--- config.mk ---
export PLATFORM = sky130hd
export DESIGN_NAME = lut_access_ctrl
export DESIGN_NICKNAME = d
export VERILOG_FILES = /design/src/rtl/lut_access_ctrl.sv
export SDC_FILE = /design/constraint.sdc
export NUM_CORES = 1
export LEC_CHECK = 0
export CORE_UTILIZATION = 52
export DETAILED_ROUTE_END_ITERATION = 12
export PLACE_DENSITY = 0.79
export SLEW_MARGIN = 20
export SYNTH_ARGS = -nofsm -noshare
export SYNTH_HDL_FRONTEND = slang
export SYNTH_SLANG_ARGS = --single-unit
--- constraint.sdc ---
create_clock -name clk -period 2.9 [get_ports clk]
set_input_delay 0.58 -clock clk [delete_from_list [all_inputs] [get_ports clk]]
set_output_delay 0.58 -clock clk [all_outputs]
set_load 0.05 [all_outputs]
--- src/rtl/lut_access_ctrl.sv ---
// lut_access_ctrl: 8x1 lookup table shared by two read clients with
// round-robin arbitration and a 1-cycle registered read path. The table
// can be reloaded serially; reads are held off while a reload is running.
module lut_access_ctrl (
    input  logic       clk,
    input  logic       rst,
    input  logic [1:0] req,
    input  logic [2:0] addr0,
    input  logic [2:0] addr1,
    output logic [1:0] gnt,
    output logic [1:0] rvalid,
    output logic       rdata0,
    output logic       rdata1,
    input  logic       load_start,
    input  logic       load_bit_valid,
    input  logic       load_bit,
    output logic       load_busy,
    output logic       load_done
);

    localparam logic [7:0] LUT_RESET = 8'hB9;

    typedef enum logic [1:0] {
        IDLE = 2'd0,
        LOAD = 2'd1,
        DONE = 2'd2
    } state_t;

    state_t     state;
    state_t     state_next;

    logic [7:0] lut_q;
    logic [2:0] load_idx;
    // Client favoured when both request: 0 -> client 0, 1 -> client 1.
    logic       rr_prio;

    logic [1:0] gnt_p0;
    logic [1:0] rvalid_p1;
    logic       rdata0_p1;
    logic       rdata1_p1;

    // Next-state, grant and load status decode; reset masks every output.
    always_comb begin
        state_next = state;
        gnt_p0     = 2'b00;
        load_busy  = 1'b0;
        load_done  = 1'b0;
        case (state)
            IDLE: begin
                if (load_start) begin
                    state_next = LOAD;
                end else begin
                    case (req)
                        2'b01:   gnt_p0 = 2'b01;
                        2'b10:   gnt_p0 = 2'b10;
                        2'b11:   gnt_p0 = rr_prio ? 2'b10 : 2'b01;
                        default: gnt_p0 = 2'b00;
                    endcase
                end
            end
            LOAD: begin
                load_busy = 1'b1;
                if (load_bit_valid && (load_idx == 3'd7)) begin
                    state_next = DONE;
                end
            end
            DONE: begin
                load_done  = 1'b1;
                state_next = IDLE;
            end
            default: begin
                state_next = IDLE;
            end
        endcase
        if (rst) begin
            state_next = IDLE;
            gnt_p0     = 2'b00;
            load_busy  = 1'b0;
            load_done  = 1'b0;
        end
    end

    assign gnt = gnt_p0;

    // State register.
    always_ff @(posedge clk) begin
        if (rst) begin
            state <= IDLE;
        end else begin
            state <= state_next;
        end
    end

    // Serial table reload: one entry per qualified LOAD cycle, index cleared outside LOAD.
    always_ff @(posedge clk) begin
        if (rst) begin
            lut_q    <= LUT_RESET;
            load_idx <= 3'd0;
        end else if (state == LOAD) begin
            if (load_bit_valid) begin
                lut_q[load_idx] <= load_bit;
                load_idx        <= load_idx + 3'd1;
            end
        end else begin
            load_idx <= 3'd0;
        end
    end

    // Round-robin pointer moves only on a granted cycle, away from the winner.
    always_ff @(posedge clk) begin
        if (rst) begin
            rr_prio <= 1'b0;
        end else if (gnt_p0[0]) begin
            rr_prio <= 1'b1;
        end else if (gnt_p0[1]) begin
            rr_prio <= 1'b0;
        end
    end

    // ---- stage p0 -> p1: registered lookup, data held when not granted ----
    always_ff @(posedge clk) begin
        if (rst) begin
            rvalid_p1 <= 2'b00;
            rdata0_p1 <= 1'b0;
            rdata1_p1 <= 1'b0;
        end else begin
            rvalid_p1 <= gnt_p0;
            if (gnt_p0[0]) begin
                rdata0_p1 <= lut_q[addr0];
            end
            if (gnt_p0[1]) begin
                rdata1_p1 <= lut_q[addr1];
            end
        end
    end

    assign rvalid = rvalid_p1;
    assign rdata0 = rdata0_p1;
    assign rdata1 = rdata1_p1;

endmodule
==> flow_summary.toml, run 1 <==
[finish]
drive_above_1_share = 0.1239
fillers = 123
syn_to_final_growth_pct = 29.14
instances_no_fill = 129
layout_commonest_cell = "dfxtp_1"
antenna_cells = 0
most-common-layout-cells = "18 x dfxtp_1, 16 x clkdlybuf4s50_1, 10 x nand3_1, 8 x o21ai_0, 6 x a21oi_1"
final_nets = 130

[sta]
skew_ns = 0.004742
fin_crit_ns = 2.640
setup_violations = 0
grt_setup_unrepaired = "no"
finalSetupTns_ns = 0
final_max_slew_viol_count = 0
fmax_mhz = 378.8
setup_slack_ns = 0.2600
relSlewSlack = 0.6699
tightest_slew_ns = 0.4937
hold_violations = 0
fin_crit_sh = 0.9104

[synth]
yosysTopAreaCell = "dfxtp_1"
yosysUniqueCellTypes = 34
synthCells = 95
netlist_area_um2 = 914.6
ys.flop_type = "dfxtp_1"
post_synth.cell_area_avg_um2 = 9.628
synth_seq_cells = 18
async_reset_ff_frac = 0
synth_edf_count = 0
synth_nets = 110
ys_seq_area_frac = 0.3940
netlist.area_leader.share = 0.3940
synth_area_leaders = "dfxtp_1 39%, mux4_1 5.7%, nand3_1 5.5%"
ys_warn_count = 0

[hold_path]
min_from = "lut_q[1]"
hold_end = "lut_q[1]"
hold_path.class = "flop to flop"
hold_depth = 2

[clock_network]
path_clk_slew_ns = 0.09
clock-sinks = 18
cts-root-buf = "clkbuf_4"
cts_resized = 0
postCtsSetupRepairBufs = 0
hold_buffers = 0
htreeDepth = 1
clock_latency_ns = 0.29
cts_tree = "done"
cts_buffers = 3
cts_buffer_depth = 2

[drt]
drt-total-wl_mm = 1.816
antenna_left = 0
drt-pass1-iter-count = 8
drc_errors = 2
vias_per_cell = 6.078
drt_iter0_drc = 19
post_drt_wl_per_cell_um = 14.08
vias = 784

[power]
leakage_nw = 0.4366
ir_drop_v = 0.0002631
finalPower_uw = 459.3
p_per_area_nw_per_um2 = 388.9

[placed_design]
place_inst = 126
dpl.hpwl_mm = 1.385
portBuffers = 20
place_congestion = 0.7953
dp_slack_ns = 0.2554

[die]
fp.dieH_um = 43.94
core.rowCount = 14
initial_core_util = 0.5802
design.core.area_um2 = 1577
num_io_pins = 21
die_w_um = 43.94
die_area_um2 = 1931

[worst_setup_path]
cpLargestDelayFamily = "simple AND/OR/NAND/NOR gates"
crit_path_start = "load_start"
path_cells = "clkdlybuf4s50_1 -> or4b_4 -> nor3_1 -> buf_12"
worst-r2r-cell-count = 3
endpoint_kind = "output port"
required_ns = 2.32
start_kind = "input port"
crit_arrival_ns = 2.06
crit_type = "input port to output port"
crit_slowest_cell = "or4b_4"
r2r-start = "lut_q[0]"
reg2reg_to = "rdata1"
path_max_fanout = 5
critical_path_buf_inv_count = 2
critical_path_depth = 4
slowest_delay_ns = 0.53
ff2ff_setup_slack_ns = 1.42

[run_status]
outcome = "complete, but fails checks"
failed_checks = "design-rule violations"

[grt]
grt_max_degree = 13
globalRouteOverflowTotal = 0
grt_use_total = 0.2237
grt_pass1_vias = 699
grt_first_pass_wirelength_mm = 3.077
antenna_found_initial = 0

[job]
cap_violations = 0
cells in the mapped netlist (3+ instances only):
cell type and count:
clkbuf_1 5, a21oi_1 6, and3_1 3, nor3_1 4, dfxtp_1 18, nor2_1 4, o21ai_0 8, mux2i_1 3
nor2b_1 3, nand3_1 10
layer usage:
| layer | vias to the layer above | track usage | part of all wire | wire length (µm) |
|---|---|---|---|---|
| met5 | - | 0 | 0 | 0 |
| met4 | 0 | 0.1455 | 0.025 | 46 |
| met3 | 5 | 0.02500 | 0.038 | 69 |
| met2 | 20 | 0.3612 | 0.48 | 878 |
| met1 | 360 | 0.2820 | 0.45 | 820 |
| li1 | 399 | - | - | - |
flip-flops by register name, indices dropped and copies added (netlist names):
name,flops
load_idx,3
state,2
rr_prio,1
rvalid,2
rdata1,1
lut_q,8
rdata0,1
stage by stage:
step           hold WS, ns  cell area (µm²)  utilization
2_1_floorplan       0.4534            914.6            -
3_3_place_gp        0.4778             1159       0.7349
3_5_place_dp        0.4926             1159       0.7349
4_1_cts             0.5051             1181       0.7492
5_1_grt             0.5351             1181       0.7492
6_report            0.4987             1181       0.7492
logic make-up after synthesis:
family / after synthesis / synth area share
simple gates: 39 / 0.2640
compound gates: 19 / 0.1190
flops: 18 / 0.3940
buf+inv: 8 / 0.03420
mux: 8 / 0.1518
fa+ha+maj: 2 / 0.02736
xor+xnor: 1 / 0.009578
tightest hold or removal path, cell delays in order (launching register included):
cell and delay [ns]:
dfxtp_1 0.34, o31ai_1 0.06, a21oi_1 0.06
report_power, final:
| group | switching (mW) | total (mW) | internal (mW) |
|---|---|---|---|
| registers | 0.00585 | 0.258 | 0.253 |
| clock network | 0.0717 | 0.120 | 0.0483 |
| logic | 0.0385 | 0.0809 | 0.0424 |
| total | 0.116 | 0.459 | 0.343 |
worst max-delay path by stage:
stage	to	slack [ns]
final	gnt[1]	0.26
after global routing	gnt[1]	0.13
after CTS	gnt[1]	0.25
after detailed placement	gnt[1]	0.26
after global placement	gnt[1]	0.27
after floorplan	gnt[1]	0.13
cell type report:
| class | count | area [µm²] | share of cell area |
|---|---|---|---|
| Timing Repair Buffer | 21 | 247.7 | 0.2097 |
| Tap cell | 16 | 20.02 | 0.01695 |
| Sequential cell | 18 | 360.3 | 0.3051 |
| Multi-Input combinational cell | 69 | 523.0 | 0.4428 |
| Inverter | 2 | 7.507 | 0.006356 |
| Clock buffer | 3 | 22.52 | 0.01907 |
Power figures use the tool's default switching activity.
==> inputs of run 2 (changes only) <==
--- a/config.mk
+++ b/config.mk
@@ -5,9 +5,10 @@
 export SDC_FILE = /design/constraint.sdc
 export NUM_CORES = 1
 export LEC_CHECK = 0
-export CORE_UTILIZATION = 52
+export CORE_UTILIZATION = 55
 export DETAILED_ROUTE_END_ITERATION = 12
-export PLACE_DENSITY = 0.79
+export DONT_BUFFER_PORTS = 1
+export PLACE_DENSITY = 0.67
 export SLEW_MARGIN = 20
 export SYNTH_ARGS = -nofsm -noshare
 export SYNTH_HDL_FRONTEND = slang
==> run 2 against run 1 <==
Net effect:
- the run now ends clean
- flip-flop and latch count did not move
- total power rose by 0.32%
- clock power rose by 30%
- clock skew fell by 0.0034 ns
- worst hold slack got worse by 0.17 ns
- critical endpoint unchanged
- die area fell by 5.2%
- first-iteration DRC count rose by 26%
- count of clock-buffer cells in the layout rose by 1
- fmax rose by 15%
==> flow_summary.toml, run 2 (synthesized netlist as in run 1, its figures left out) <==
[grt]
grt_first_pass_wirelength_mm = 3.077
grt_pass1_vias = 666
grt_max_degree = 13
antenna_found_initial = 0
grt_use_total = 0.2305
globalRouteOverflowTotal = 0

[sta]
fin_crit_ns = 2.300
fmax_mhz = 434.8
grt_setup_unrepaired = "no"
relSlewSlack = 0.4437
hold_violations = 0
worst_hold_slack_ns = 0.3334
finalSetupTns_ns = 0
setup_violations = 0
final_max_slew_viol_count = 0
skew_ns = 0.001356
tightest_slew_ns = 0.8308
fin_crit_sh = 0.7931

[finish]
post-route-util = 0.6297
largest_registers = "lut_q x8, load_idx x3"
antenna_cells = 0
most-common-layout-cells = "18 x dfxtp_1, 10 x nand3_1, 8 x o21ai_0, 6 x a21oi_1"
instances_no_fill = 110
final_nets = 110
syn_to_final_growth_pct = 4.925
regMostFlops = "lut_q"
layout_commonest_cell = "dfxtp_1"
drive_above_1_share = 0.1277
fillers = 134
largest_reg_flops = 8

[worst_setup_path]
path_cells = "or4b_4 -> nor3_1 -> buf_4"
required_ns = 2.32
start_kind = "flop"
path_max_fanout = 10
crit_type = "flop to output port"
slowest_delay_ns = 0.61
crit_slowest_cell = "or4b_4"
crit_arrival_ns = 1.72
endpoint_kind = "output port"

[run_status]
outcome = "finished, final reports clean"

[drt]
post_drt_wl_per_cell_um = 16.05
drt-total-wl_mm = 1.765
drt-pass1-iter-count = 4
drc_errors = 0
vias_per_cell = 6.282
antenna_left = 0
vias = 691
drt_iter0_drc = 24

[clock_network]
cts_tree = "done"
cts_buffers = 3
path_clk_slew_ns = 0.10
cts-root-buf = "clkbuf_4"
clock_latency_ns = 0.30
cts_buffer_depth = 2
cts_resized = 0
htreeDepth = 1
postCtsSetupRepairBufs = 0
clock-sinks = 18
hold_buffers = 0

[job]
cap_violations = 0

[die]
design.core.area_um2 = 1524
num_io_pins = 21
core.rowCount = 14
initial_core_util = 0.6002
die_w_um = 42.78
fp.dieH_um = 42.78
die_area_um2 = 1830

[placed_design]
place_inst = 106
place_congestion = 0.7923
dpl.hpwl_mm = 1.294
portBuffers = 0

[power]
swShare = 0.2447
finalPower_uw = 460.8
leakage_nw = 0.3519
netSwitchingPower_uw = 112.8
p_per_area_nw_per_um2 = 480.1
seqPwrFrac = 0.578
power.internal_uw = 348.0
ir_drop_v = 0.0002875
power_frac_comb = 0.082
p_clk_frac = 0.340

[hold_path]
hold_path.class = "input port to flop"
[run 2: cell types whose count changed in the layout (fill, tap and decap cells not counted), sizes merged]
cell           change
clkbuf             +1
buf                -4
clkdlybuf4s50     -16
[run 2: worst max-delay path: cells and delay by family, from the launching register on]
family / cells / cell delay [ns]
flip-flops: 1 / 0.41
AND/OR/NAND/NOR: 2 / 0.80
buffers and inverters: 1 / 0.22
[run 2: through the flow]
| step | area (µm²) | setup slack [ns] |
|---|---|---|
| after CTS | 959.7 | 0.5945 |
| after global routing | 959.7 | 0.5241 |
| after detailed placement | 923.4 | 0.8243 |
| after global placement | 923.4 | 0.8249 |
| after floorplan | 914.6 | 0.1337 |
| final | 959.7 | 0.5999 |
[run 2: worst paths after layout]
| check | to | startpoint | slack [ns] | depth (start not counted) |
|---|---|---|---|---|
| min reg2reg | rr_prio | rr_prio | 0.49 | 2 |
| max | gnt[1] | state[0] | 0.60 | 3 |
| max reg2reg | state[1] | state[0] | 1.25 | 3 |
| min | lut_q[6] | rst | 0.33 | 1 |
[run 2: power groups by stage]
stage	Combinational [mW]	Clock, mW	Sequential (mW)
6_report	0.0379	0.156	0.266
5_1_grt	0.0417	0.175	0.268
2_1_floorplan	0.0401	0	0.269
3_3_place_gp	0.0369	0	0.272
4_1_cts	0.0379	0.161	0.266
3_5_place_dp	0.0377	0	0.272
[run 2: layer usage]
| metal | track usage | vias up | part of all wire |
|---|---|---|---|
| li1 | - | 360 | - |
| met1 | 0.3056 | 311 | 0.47 |
| met2 | 0.3394 | 16 | 0.46 |
| met3 | 0.08085 | 4 | 0.056 |
| met4 | 0.09375 | 0 | 0.018 |
| met5 | 0 | - | 0 |
[run 2: cell type report]
class                      count  area (µm²)  area share
multi-input combinational     69       528.0      0.5502
sequential                    18       360.3      0.3755
clock buffer                   4       36.28     0.03781
tap                           16       20.02     0.02086
timing repair buffer           1       7.507    0.007823
inverter                       2       7.507    0.007823
==> RTL change 1: new RTL, config.mk and constraints of run 1 <==
Re-encode `state_t` (3 states) as one-hot, 3 bits wide.
--- a/src/rtl/lut_access_ctrl.sv
+++ b/src/rtl/lut_access_ctrl.sv
@@ -20,10 +20,10 @@
 
     localparam logic [7:0] LUT_RESET = 8'hB9;
 
-    typedef enum logic [1:0] {
-        IDLE = 2'd0,
-        LOAD = 2'd1,
-        DONE = 2'd2
+    typedef enum logic [2:0] {
+        IDLE = 3'b001,
+        LOAD = 3'b010,
+        DONE = 3'b100
     } state_t;
 
     state_t     state;
Behaviour: no difference found for any inputs over 10 cycles, from zero or initial values and one cycle with rst high; not proved beyond that.
==> RTL change 1 against run 1 <==
Wire length grew 30%. Die area up 7.7%. Cell area increased by 7.3%. Sequential cell count is 1 higher. Worst setup slack improved by 0.0048 ns. Total power increased by 8.7%. Combinational power grew 3.3%. Synthesized area grew 8.1%.
==> RTL change 1: results (changes against run 1) <==
Final layout
  • Regs by FF count: lut_q (8), load_idx (3), state (3)
  • ANT cells: 0 (unchanged)
  • Non-filler cells, final: 146 (+13%)
  • Filler Cell Count: 132 (+7.3%)
  • Layout cells sized above 1: 0.1736 (+0.04966)
  • Fin nets: 137 (+5.4%)

GRT
  • GRT Util Overall: 0.2508 (+0.02717)
  • First-pass GRT wire length: 3663 microns (+19%)
  • Pin count of the biggest net entering global routing: 12 (-1)
  • Via count of the first global-routing pass: 849 (+21%)

Setup path
  • Reg2reg end: lut_q[3]$_SDFFE_PP1P_
  • CP Max Fanout: 3 (-2)
  • Crit path largest cell delay: 0.51 ns (-0.02 ns)
  • Worst r2r src: load_idx[0]$_SDFFE_PN0P_
  • Worst R2R Setup Slack: 1.49 ns (+0.07 ns)

Placement
  • HPWL Detailed: 1792 microns (+29%)
  • IO Port Bufs: 20 (unchanged)
  • RD Place Congestion: 0.8749 (+10%)
  • DP Worst Slack: 0.2777 ns (+0.02225 ns)
  • DP Area: 1240 sq um (+7.0%)

Timing
  • Clock Skews: 0.01101 ns (+0.006273 ns)
  • Crit share post-route: 0.9087 (-0.001647)
  • Worst slew pin tran: 0.4954 ns (+0.001681 ns)
  • Smallest hold slack: 0.5112 ns (+0.01249 ns)

Synthesis
  • Syn Nets: 118 (+7.3%)
  • Avg Inst Size Synth: 9.597 sq um (-0.32%)
  • List of most frequent post-synthesis cells: dfxtp_1 (19), a31oi_1 (7), a21oi_1 (6), nor2_1 (6)
  • Sequential fraction of the synthesis area: 0.3848 (-0.009171)
  • Largest cells by area after synthesis: dfxtp_1 (38%), mux4_2 (9.1%), a31oi_1 (4.4%), mux2i_1 (4.1%), nor4_1 (3.2%)

Clock network
  • H-tree Lvls: 1 (unchanged)
  • Post-cts sizing count: 0 (unchanged)
  • Maximum clock path buffer count: 2 (unchanged)
  • Clock transition at path regs: 0.12 ns (+0.03 ns)
  • Skew-Pair Late Insertion Delay: 0.31 ns (+0.02 ns)

Power
  • Worst vdd ir: 0.2402 mV (-8.7%)
  • Leakage: 0.0004635 uW (+6.2%)
  • Int Power: 360.7 uW (+5.1%)

Hold path
  • Min-delay src: lut_q[6]$_SDFFE_PP0P_
  • Hold path endpoint: lut_q[6]$_SDFFE_PP0P_

Run status
  • Outcome: completed

Detailed routing
  • Pre-antenna DRT Iters: 4 (-4)
  • Iter 0 DRT Violations: 25 (+6)
  • Final WL: 2356 microns (+30%)
  • Avg Vias per Cell: 6.130 (+0.87%)
[RTL change 1: cell count changes in the layout (fill, tap and decap cells not counted), moves of 3 or more]
cell,change
nand3_1,-10
a31oi_1,+6
nor4_1,+4
nor3_1,-3
o21ai_0,-3
[RTL change 1: power groups by stage]
stage / registers, uW / logic, uW / clock network [uW]
6_report: 273 / 83.6 / 142
5_1_grt: 274 / 89.1 / 154
3_3_place_gp: 279 / 80.6 / 0
4_1_cts: 273 / 83.6 / 142
3_5_place_dp: 279 / 83.2 / 0
2_1_floorplan: 286 / 39.4 / 0
[RTL change 1: critical path, delay by kind of cell]
kind                   cells  cell delay (ns)
buffers and inverters      2             0.59
AND/OR/NAND/NOR            3             0.88
[RTL change 1: per-layer routing]
metal  wire [microns]  part of all wire  global-route usage
met5                0                 0                   0
met1              908              0.39              0.2935
met4               62             0.026              0.1455
met2             1241              0.53              0.4286
met3              143             0.061             0.03968
[RTL change 1: cell type report]
| type | count | area, sq um | share of cell area |
|---|---|---|---|
| sequential | 19 | 380.4 | 0.3001 |
| inverter | 4 | 15.01 | 0.01185 |
| clock inverter | 1 | 5.005 | 0.003949 |
| tap | 25 | 31.28 | 0.02468 |
| clock buffer | 3 | 22.52 | 0.01777 |
| timing repair buffer | 20 | 240.2 | 0.1895 |
| multi-input combinational | 74 | 573.1 | 0.4521 |
[RTL change 1: logic make-up after synthesis]
kind of cell	after synthesis	synth area share
AO/OA/AOI/OAI	25	0.1494
XOR/XNOR	1	0.008862
adder cells (fa/ha/maj)	2	0.02531
buffers and inverters	10	0.04176
flip-flops	19	0.3848
multiplexers	8	0.1317
AND/OR/NAND/NOR	38	0.2582
==> RTL change 2: new RTL, config.mk and constraints of run 1 <==
Made on the original files. Reset style: asynchronous (`rst`), changed in 4 clocked blocks.
--- a/src/rtl/lut_access_ctrl.sv
+++ b/src/rtl/lut_access_ctrl.sv
@@ -83,7 +83,7 @@
     assign gnt = gnt_p0;
 
     // State register.
-    always_ff @(posedge clk) begin
+    always_ff @(posedge clk or posedge rst) begin
         if (rst) begin
             state <= IDLE;
         end else begin
@@ -92,7 +92,7 @@
     end
 
     // Serial table reload: one entry per qualified LOAD cycle, index cleared outside LOAD.
-    always_ff @(posedge clk) begin
+    always_ff @(posedge clk or posedge rst) begin
         if (rst) begin
             lut_q    <= LUT_RESET;
             load_idx <= 3'd0;
@@ -107,7 +107,7 @@
     end
 
     // Round-robin pointer moves only on a granted cycle, away from the winner.
-    always_ff @(posedge clk) begin
+    always_ff @(posedge clk or posedge rst) begin
         if (rst) begin
             rr_prio <= 1'b0;
         end else if (gnt_p0[0]) begin
@@ -118,7 +118,7 @@
     end
 
     // ---- stage p0 -> p1: registered lookup, data held when not granted ----
-    always_ff @(posedge clk) begin
+    always_ff @(posedge clk or posedge rst) begin
         if (rst) begin
             rvalid_p1 <= 2'b00;
             rdata0_p1 <= 1'b0;
Function: differs if rst is asserted again (counterexample within 4 cycles, from zero or initial values and one cycle with rst high); with rst held inactive, the same outputs for 10 cycles.
==> RTL change 2 against run 1 <==
Worst setup slack improved by 0.12 ns. Die area increased by 4.2%. Clock skew fell by 0.00064 ns. Sequential cell count unchanged. Cell area rose by 3.7%. Wire length decreased by 1.2%. Count of clock-buffer cells in the layout increased by 1. Clock power grew 27%. Utilization shrank 4.0 points. Synthesized area is 4.4% higher. Critical endpoint is now gnt[0]. Total power is 34% higher.
==> RTL change 2: results (changes against run 1) <==
Run status
  • Outcome: completed

Placement
  • HPWL Detailed: 1397 microns (+0.88%)
  • DP Worst Slack: 0.3841 ns (+0.1287 ns)
  • RD Place Congestion: 0.7645 (-3.9%)

Hold path
  • Min-delay src: rr_prio$_DFFE_PP0P_
  • Hold path endpoint: rr_prio$_DFFE_PP0P_
  • Hold depth: 1 (-1)

Detailed routing
  • Avg Vias per Cell: 5.587 (-8.1%)
  • WL met1: 780 microns (-4.9%)
  • Met3 wire len: 54 microns (-22%)
  • Final WL: 1795 microns (-1.2%)
  • Iter 0 DRT Violations: 9 (-10)
  • Met2 Wirelength: 946 microns (+7.7%)
  • Pre-antenna DRT Iters: 4 (-4)

Setup path
  • Worst Path Arrival: 1.94 ns (-0.12 ns)
  • Reg2reg end: lut_q[1]$_DFFE_PP0P_
  • Worst r2r src: state[1]$_DFFE_PP0P_
  • CP Max Fanout: 4 (-1)
  • Crit path largest cell delay: 0.48 ns (-0.05 ns)
  • Worst R2R Setup Slack: 1.47 ns (+0.05 ns)
  • CP max stage cell: clkdlybuf4s50_1

Power
  • Net Sw Frac: 0.2959 (+0.04321)
  • Worst vdd ir: 0.3426 mV (+30%)
  • Leakage: 0.0005347 uW (+22%)

Synthesis
  • Post-synth ARST share: 1.000 (+1.000)
  • Largest cells by area after synthesis: dfrtp_1 (34%), dfstp_2 (14%), mux2_1 (9.4%), mux4_2 (9.4%), mux2i_1 (4.2%)
  • List of most frequent post-synthesis cells: dfrtp_1 (13), mux2_1 (8), nor2_1 (6), dfstp_2 (5)
  • Yosys cell types: 27 (-21%)
  • Leading register cell type out of synthesis: dfrtp_1
  • Syn Nets: 89 (-19%)
  • Sequential fraction of the synthesis area: 0.4784 (+0.08439)

Final layout
  • Layout cells sized above 1: 0.2500 (+0.1261)
  • Filler Cell Count: 137 (+11%)
  • Fin nets: 112 (-14%)

GRT
  • First-pass GRT wire length: 3015 microns (-2.0%)
  • Pin count of the biggest net entering global routing: 19 (+6)
  • GRT Util Overall: 0.2091 (-0.01454)

Timing
  • Clock Skews: 0.004099 ns (-0.0006425 ns)
  • Worst rel slew slack: 0.5586 (-0.1113)
  • Smallest hold slack: 0.5265 ns (+0.02785 ns)

Clock network
  • Clock transition at path regs: 0.11 ns (+0.02 ns)
-- RTL change 2: cell count changes in the layout (fill, tap and decap cells not counted), sizes merged, moves of 2 or more --
cell | before | now
o21ai | 8 | 1
a31oi | 1 | 4
mux2 | 1 | 8
nand4 | 2 | 0
a21oi | 6 | 3
nor3 | 4 | 1
dfxtp | 18 | 0
dfrtp | 0 | 13
nand3 | 10 | 1
dfstp | 0 | 5
nor2 | 4 | 6
nor2b | 3 | 0
nor3b | 1 | 3
-- RTL change 2: worst max path at each step --
stage,from,to,slack [ns],cells past startpoint
final,rst,gnt[0],0.38,4
after global routing,rst,gnt[0],0.33,4
after CTS,rst,gnt[0],0.38,4
after detailed placement,rst,gnt[0],0.38,4
after global placement,rst,gnt[1],0.44,4
after floorplan,rst,load_done,0.58,1
-- RTL change 2: cell families after synthesis --
| kind of cell | after synthesis | share of synthesized area |
|---|---|---|
| multiplexers | 16 | 0.2307 |
| flip-flops | 18 | 0.4784 |
| XOR/XNOR | 1 | 0.009176 |
| AO/OA/AOI/OAI | 8 | 0.04717 |
| adder cells (fa/ha/maj) | 2 | 0.02621 |
| buffers and inverters | 4 | 0.02489 |
| AND/OR/NAND/NOR | 25 | 0.1835 |
-- RTL change 2: area by class of cell --
class,instances,area share
inverter,1,0.003064
timing repair buffer,21,0.1818
tap,25,0.02554
multi-input combinational,52,0.3871
sequential,18,0.3728
clock buffer,4,0.02962
-- RTL change 2: power by group through the flow --
stage / combinational [uW] / clock (uW) / sequential [uW]
after floorplan: 67.4 / 0 / 337
after global placement: 155 / 0 / 308
after detailed placement: 158 / 0 / 310
after CTS: 159 / 155 / 305
after global routing: 170 / 168 / 308
final: 158 / 152 / 304
-- RTL change 2: stage by stage --
step,utilization,cells,power (uW),area [sq um]
detailed placement,0.6884,117,468.1,1189
global route,0.7094,121,646.3,1225
global placement,0.6884,117,462.1,1189
finish,0.7094,121,614.4,1225
CTS,0.7094,121,618.7,1225
floorplan,-,74,404.6,954.7
-- RTL change 2: per-layer routing --
layer	global-route usage	up-vias
met1	0.2661	335
met3	0.05200	2
met4	0.03636	0
li1	-	324
met2	0.3676	15
met5	0	-
